[config.mk]
export PLATFORM = sky130hd
export DESIGN_NAME = accumulator
export DESIGN_NICKNAME = d
export VERILOG_FILES = /design/src/rtl/accumulator.sv
export SDC_FILE = /design/constraint.sdc
export NUM_CORES = 1
export LEC_CHECK = 0
export BUFFER_PORTS_ARGS = -buffer_cell sky130_fd_sc_hd__buf_2
export CELL_PAD_IN_SITES_DETAIL_PLACEMENT = 1
export CELL_PAD_IN_SITES_GLOBAL_PLACEMENT = 1
export CORE_MARGIN = 10
export CORE_UTILIZATION = 30
export CTS_CLUSTER_DIAMETER = 40
export DETAILED_ROUTE_END_ITERATION = 16
export PLACE_DENSITY_LB_ADDON = 0.15
export SYNTH_ARGS = -nofsm -noshare
export SYNTH_HDL_FRONTEND = slang
export SYNTH_SLANG_ARGS = --single-unit
[constraint.sdc]
create_clock -name clk -period 3.4 [get_ports clk]
set_input_delay 0 -clock clk [delete_from_list [all_inputs] [get_ports clk]]
set_output_delay 0 -clock clk [all_outputs]
set_load 0.01 [all_outputs]
[src/rtl/accumulator.sv]
// rtl/accumulator.sv - signed integrate-and-dump accumulator for one GNSS correlator arm
// Sums +/- carrier-mix magnitude per sample strobe; a dump publishes the sum and seeds the next one.
module accumulator #(
  parameter int ACC_WIDTH = 16,
  parameter int MAG_WIDTH = 3
) (
  input  logic                 clk,
  input  logic                 rst,
  input  logic                 sample_enable,
  input  logic                 code,
  input  logic                 carrier_mix_sign,
  input  logic [MAG_WIDTH-1:0] carrier_mix_mag,
  input  logic                 dump_enable,
  output logic [ACC_WIDTH-1:0] accumulation
);

  logic [ACC_WIDTH-1:0] r_accum;
  logic [ACC_WIDTH-1:0] r_accumulation;

  logic                 w_match;
  logic [ACC_WIDTH-1:0] w_mag_ext;
  logic [ACC_WIDTH-1:0] w_contrib;
  logic [ACC_WIDTH-1:0] w_sum;

  // Chip and carrier sign agree -> the sample correlates positively.
  assign w_match   = (code == carrier_mix_sign);
  assign w_mag_ext = {{(ACC_WIDTH-MAG_WIDTH){1'b0}}, carrier_mix_mag};
  assign w_contrib = w_match ? w_mag_ext : (~w_mag_ext + 1'b1);
  assign w_sum     = r_accum + w_contrib;

  always_ff @(posedge clk) begin
    if (rst) begin
      r_accum        <= '0;
      r_accumulation <= '0;
    end else if (sample_enable) begin
      if (dump_enable) begin
        // Dump-cycle sample opens the next integration so nothing is lost.
        r_accumulation <= r_accum;
        r_accum        <= w_contrib;
      end else begin
        r_accum <= w_sum;
      end
    end
  end

  assign accumulation = r_accumulation;

endmodule

Word level (Yosys, flattened, before mapping)
Index checks and enable logic that the tools add are counted.
{"block": "op_classes", "eq_ne": 1, "reduce_logical": 1, "bitwise_logic": 1, "mux": 2, "addsub": 2}
{"op": "$mux W16", "n": 2}
{"op": "$add A16 B1 Y16 const B", "n": 1}
{"op": "$add A16 B16 Y16", "n": 1}
{"op": "$not A3 Y16", "n": 1}
{"op": "$reduce_and A2 Y1", "n": 1}
{"op": "$eq A1 B1 Y1", "n": 1}
{"block": "word_totals", "reg_bits": 32, "in_bits": 9, "wordCells": 9}

Depth between registers and ports, before layout
Gate-level depths: netlist of run 1.
{"block": "depth", "word_depth": 5, "ltp_mapped": 13, "mapped_depth_nobuf": 13}

Worst setup path before layout of run 1
No wires, ideal clock.
{"block": "synth_timing", "kind": "input port to flip-flop", "from": "input port carrier_mix_sign", "to": "register r_accum[12]", "t_required_ps": 3341, "setup_time_ps": 59, "arrival_time_ps": 2693, "path_stages": 10, "setup_slack_ps": 648, "path_cell_list": "xor2_1 -> o31ai_1 -> inv_1 -> ha_1 -> o22a_1 -> and3_1 -> o311a_1 -> or3_1 -> a211oi_1 -> o31a_1"}
{"block": "synth_via", "elab_chain_cells": 4}
{"item": "start: declaration", "line": "11", "source": "input logic carrier_mix_sign,"}
{"item": "$eq A1 B1 Y1 (*)", "line": "26", "source": "assign w_match = (code == carrier_mix_sign);"}
{"item": "$mux W16 (*)", "line": "28", "source": "assign w_contrib = w_match ? w_mag_ext : (~w_mag_ext + 1'b1);"}
{"item": "$add A16 B16 Y16", "line": "29", "source": "assign w_sum = r_accum + w_contrib;"}
{"item": "$mux W16 (*)", "line": "36", "source": "if (dump_enable) begin"}
{"item": "end signal: assignment", "line": "39", "source": "r_accum <= w_contrib;"}
{"item": "end signal: assignment", "line": "41", "source": "r_accum <= w_sum;"}
{"item": "end: declaration", "line": "17", "source": "logic [ACC_WIDTH-1:0] r_accum;"}
Every way passes the cells marked *; elsewhere a longest branch is shown, timed or not.
A chain may end at the register's enable or synchronous reset.

Worst setup path in the final report of run 1
{"block": "layout_timing", "from": "input port carrier_mix_mag[0]", "to": "register r_accum[12]"}
{"block": "layout_via", "elab_chain_cells": 5}
{"item": "start: declaration", "line": "12", "source": "input logic [MAG_WIDTH-1:0] carrier_mix_mag,"}
{"item": "$not A3 Y16", "line": "28"}
{"item": "$add A16 B1 Y16", "line": "28"}
{"item": "$mux W16 (*)", "line": "28"}
{"item": "$add A16 B16 Y16", "line": "29"}
{"item": "$mux W16 (*)", "line": "36"}
Marks and branches as above.

==> flow_summary.ini, run 1 <==
[synthesis]
synth_top_area_frac = 0.2695
synth.area.top_cells = dfxtp_1 (27%), nand2_1 (9.0%), a21oi_1 (7.4%)
syn_area_mm2 = 0.002377
syn_nets = 352
ys_warn_count = 0
synthCells = 331
yosysUniqueCellTypes = 55
synthArstFlopShare = 0
synth_edf_count = 0
synthFlopType = dfxtp_1
ys_seq_elements = 32
synth_top_cell_by_area = dfxtp_1
synth_seq_area_share = 0.2695
syn_avg_cell_area_um2 = 7.182

[clock_tree]
cts_max_path_buffers = 2
cts_resized = 0
cts_made_buffers = 5
cts_root_buf = clkbuf_8
clk_pin_slew_ps = 80
cts_setup_buffers = 0
tritoncts = yes
cts_hold_buf = 0
htree_levels = 2
worstSkewPairLatency_ps = 290
clock-sinks = 32

[power]
combPwrFrac = 0.346
ir_drop_mv = 0.2139
swShare = 0.3713
p_leak_nw = 1.127
p_int_w = 0.0007471
seq_power_share = 0.376
p_sw_w = 0.0004412
pwr-share-clk = 0.278
powerDensity_mw_per_mm2 = 439.3

[timing]
max_slew_margin = 0.5470
tightest_slew_ps = 677.0
tns_ps = 0
final-setup-viol-count = 0
finalCriticalPeriod_ps = 2634
rsz0062_at_grt = false
fin_crit_sh = 0.7746
finalHoldViolCount = 0
fmaxAchievable_mhz = 379.7
slew_viol_final = 0
whs_ps = 88.38
finClkSkew_ps = 11.91

[finish]
antenna_cells = 0
drive_above_1_share = 0.1379
nFillCells = 985
final_cell_area_mm2 = 0.002705
postLayoutCoreUtil = 0.3501
layout.nets = 369
final_common_cell = nand2_1
final_cell_mix = nand2_1 (57), a21oi_1 (35), dfxtp_1 (32), nor2_1 (26), buf_2 (24)
area_growth_pct = 13.79

[critical_path]
critPathLaunch = carrier_mix_mag[0]
path_cells = buf_2 -> inv_1 -> ha_1 -> ha_1 -> nand2_1 -> o21ai_0 -> ha_1 -> nor2b_1 -> o22a_1 -> and3_1 -> o311a_1 -> or3_1 -> a211oi_1 -> o31a_1
reg2reg_slack_ps = 810
cp_max_fo = 5
cp_slowest_cell = o311a_1
crit_arrival_ps = 2880
critical_path_class = in -> reg
cp-start-kind = input port
r2r_end = r_accum[8]
cp.required_ps = 3640
reg2regPathDepth = 10
rr_startpoint = r_accum[0]
cp_common_cell = ha_1
setup.worst_path.end = r_accum[12]
worstSetupEndpointType = flop
cpPeakStageDelay_ps = 390

[place]
placement.io_buffers = 24
gp_congestion = 0.7778
hpwl_mm = 5.831
placedInstanceArea_mm2 = 0.002609

[die]
die-area_mm2 = 0.01189
coreArea_mm2 = 0.007727
initial_core_util = 0.3076
num_rows = 32
num_io_pins = 25
die_y_um = 109.0
die_w_um = 109.0

[global_routing]
overflow = 0
grt_pass1_vias = 2521
grt_pass1_wl_mm = 12.97
antenna_found_initial = 0
track_usage = 0.1357
grt_max_degree = 30

[outcome]
status = complete, no violations

[flow_run]
cap_violations = 0

[detailed_routing]
detail_route.iter0.violations = 111
wirelength_mm = 7.721
wl_per_cell_um = 17.16
vias = 2454
ant_nets = 0
drc_errors = 0
vias_per_cell = 5.453
first_pass_iters = 4

[worst_hold_path]
hold_path_class = in -> reg
[cell usage after synthesis (3+ instances only)]
library cell,instances
a22oi_1,3
o21bai_1,3
dfxtp_1,32
nand2_1,57
nand4_1,3
o31ai_1,7
o211ai_1,8
clkbuf_1,21
a31oi_1,3
o21ai_0,18
a21oi_1,35
o22ai_1,4
mux2i_1,6
o2111ai_1,3
a211oi_1,7
ha_1,11
and3_1,4
maj3_1,5
inv_1,18
nor3_1,6
nor2_1,26
nand3_1,3
a311oi_1,4
[routing by layer]
metal | vias to the layer above | track usage | wire length, µm
li1 | 1228 | - | -
met1 | 1194 | 0.1687 | 3668
met2 | 23 | 0.2344 | 3788
met3 | 9 | 0.02478 | 180
met4 | 0 | 0.03578 | 85
met5 | - | 0 | 0
[kinds of logic after synthesis]
kind of cell,synth area share
compound gates,0.3184
flops,0.2695
buf+inv,0.06842
simple gates,0.2047
fa+ha+maj,0.09211
mux,0.02526
xor+xnor,0.02158
[power by group through the flow]
stage               clock (W)  combinational, W  sequential, W
floorplan                   0          0.000311       0.000429
global placement            0          0.000406       0.000456
detailed placement          0          0.000412       0.000456
CTS                  0.000342          0.000414       0.000447
global route         0.000354          0.000466       0.000452
finish               0.000331          0.000411       0.000447
[layout make-up]
class                      instances  area (µm²)  share of cell area
tap                              102       127.6             0.04718
timing repair buffer              34       195.2             0.07216
clock buffer                       7       96.34             0.03562
inverter                          19       71.32             0.02636
sequential                        32       640.6              0.2368
multi-input combinational        256        1574              0.5819
[worst min-delay path by stage]
stage	start	endpoint	slack, ps	depth (start not counted)
2_1_floorplan	rst	r_accum[12]	190	2
3_3_place_gp	carrier_mix_mag[0]	r_accum[0]	400	3
3_5_place_dp	carrier_mix_mag[0]	r_accum[0]	400	3
4_1_cts	carrier_mix_mag[0]	r_accum[0]	90	3
5_1_grt	carrier_mix_mag[0]	r_accum[0]	170	3
6_report	carrier_mix_mag[0]	r_accum[0]	90	3
[sequential cells by signal, indices dropped and copies added (netlist names)]
register,cells
accumulation,16
r_accum,16
[worst max-delay path: cells and delay by family]
kind            cells  cell delay [ps]
buf+inv             2              160
fa+ha+maj           3              790
simple gates        4              780
compound gates      5             1130
[metrics by stage]
stage          power (W)  cells  worst slack (ps)
2_1_floorplan  0.0007401    331             648.1
3_3_place_gp   0.0008614    443             501.6
6_report        0.001188    450             766.2
3_5_place_dp   0.0008675    443             468.1
4_1_cts         0.001202    450             767.6
5_1_grt         0.001272    450             495.9
No activity file was read; power rests on OpenSTA's default activity.
==> inputs of run 2 (changes only) <==
==> constraint.sdc (replaced) <==
create_clock -name clk -period 2.5 [get_ports clk]
set_input_delay 0 -clock clk [delete_from_list [all_inputs] [get_ports clk]]
set_output_delay 0 -clock clk [all_outputs]
set_load 0.01 [all_outputs]
==> flow_summary.ini, run 2 (synthesis results as in run 1) <==
[global_routing]
grt_pass1_wl_mm = 14.19
grt_pass1_vias = 2688
grt_max_degree = 30
track_usage = 0.1483
antenna_found_initial = 0
overflow = 0

[die]
die-area_mm2 = 0.01189
num_io_pins = 25
num_rows = 32
die_y_um = 109.0
initial_core_util = 0.3076
coreArea_mm2 = 0.007727
die_w_um = 109.0

[power]
ir_drop_mv = 0.2663
combPwrFrac = 0.417
p_int_w = 0.001189
total_power_w = 0.001870
p_sw_w = 0.0006808
p_leak_nw = 1.346
pwr-share-clk = 0.269
powerDensity_mw_per_mm2 = 584.6
swShare = 0.3640
seq_power_share = 0.314

[critical_path]
worstSetupEndpointType = flop
cp_max_fo = 3
crit_arrival_ps = 2590
critical_path_class = reg -> reg
reg2reg_slack_ps = 60
cp.required_ps = 2650
cp-start-kind = flop

[clock_tree]
clk_pin_slew_ps = 70
tritoncts = yes
cts_max_path_buffers = 2
cts_hold_buf = 0
cts_root_buf = clkbuf_8
clock-sinks = 32
cts_made_buffers = 5
htree_levels = 2
worstSkewPairLatency_ps = 290

[detailed_routing]
vias = 2655
ant_nets = 0
wirelength_mm = 8.754
wl_per_cell_um = 17.76
vias_per_cell = 5.385
first_pass_iters = 4
drc_errors = 0
detail_route.iter0.violations = 117

[finish]
nFillCells = 978
antenna_cells = 0
layout.nets = 411
final_common_cell = nand2_1
postLayoutCoreUtil = 0.4140
drive_above_1_share = 0.2967
final_cell_mix = nand2_1 (57), buf_4 (51), a21oi_1 (32), dfxtp_1 (32), nor2_1 (26)
fin_cells = 493
area_growth_pct = 34.58

[timing]
rsz0062_at_grt = true
finClkSkew_ps = 5.877
fmaxAchievable_mhz = 410.5
fin_crit_sh = 0.9745
final-setup-viol-count = 0
tightest_slew_ps = 556.4
slew_viol_final = 0
finalCriticalPeriod_ps = 2436
finalHoldViolCount = 0
max_slew_margin = 0.6291
tns_ps = 0

[place]
hpwl_mm = 6.658
placement.io_buffers = 24
gp_congestion = 0.8570
dpl.cell_count = 484

[flow_run]
cap_violations = 0

[worst_hold_path]
hold_path_class = in -> reg

[outcome]
status = complete, no violations
[run 2: what timing repair did]
item / in CTS / in global routing
buffers inserted: 0 / 1
gates resized for setup: 3 / 21
pin swaps: 1 / 8
setup endpoints to repair: 3 / 9
[run 2: metal layers]
layer | wire (µm) | track usage
met1 | 3968 | 0.1876
met2 | 4473 | 0.2605
met3 | 220 | 0.02360
met4 | 91 | 0.02637
met5 | 0 | 0
[run 2: power by group through the flow]
stage | registers [W] | clock network (W) | logic, W
final | 0.000588 | 0.000503 | 0.000779
after global routing | 0.000594 | 0.000537 | 0.000859
after CTS | 0.000587 | 0.000509 | 0.000730
after detailed placement | 0.000598 | 0 | 0.000720
after global placement | 0.000597 | 0 | 0.000706
after floorplan | 0.000583 | 0 | 0.000434
[run 2: path summary, 6_finish.rpt]
| path | from | to | cells past startpoint |
|---|---|---|---|
| worst min-delay path | rst | r_accum[5] | 2 |
| worst max-delay path | r_accum[0] | r_accum[10] | 11 |
| worst min register to register | accumulation[13] | accumulation[13] | 2 |
| worst max register to register | r_accum[0] | r_accum[10] | 11 |
[run 2: worst max-delay path, cell delays in order (launching register included)]
cell and delay [ps]:
dfxtp_1 340, ha_1 180, inv_1 60, fa_2 360
nor2b_4 140, o22a_1 210, a31oi_2 150, o31ai_4 330
buf_6 160, mux2i_1 60, a21oi_1 180, o32ai_2 110
[run 2: layout make-up]
| class | instances | area, µm² | share of cell area |
|---|---|---|---|
| multi-input cells | 256 | 1735 | 0.5424 |
| clock inverters | 2 | 35.03 | 0.01095 |
| inverters | 19 | 73.82 | 0.02307 |
| repair buffers | 76 | 514.2 | 0.1607 |
| clock buffers | 6 | 72.57 | 0.02268 |
| well taps | 102 | 127.6 | 0.03989 |
| flip-flops and latches | 32 | 640.6 | 0.2002 |
[run 2: through the flow]
step	area, µm²	hold WS, ps	worst slack [ps]
after floorplan	2421	192.5	1.219
after global placement	2960	416.7	-243.8
after detailed placement	2960	419.3	-331.7
after CTS	3082	199.6	-21.40
after global routing	3199	209.7	-60.96
final	3199	187.9	63.70
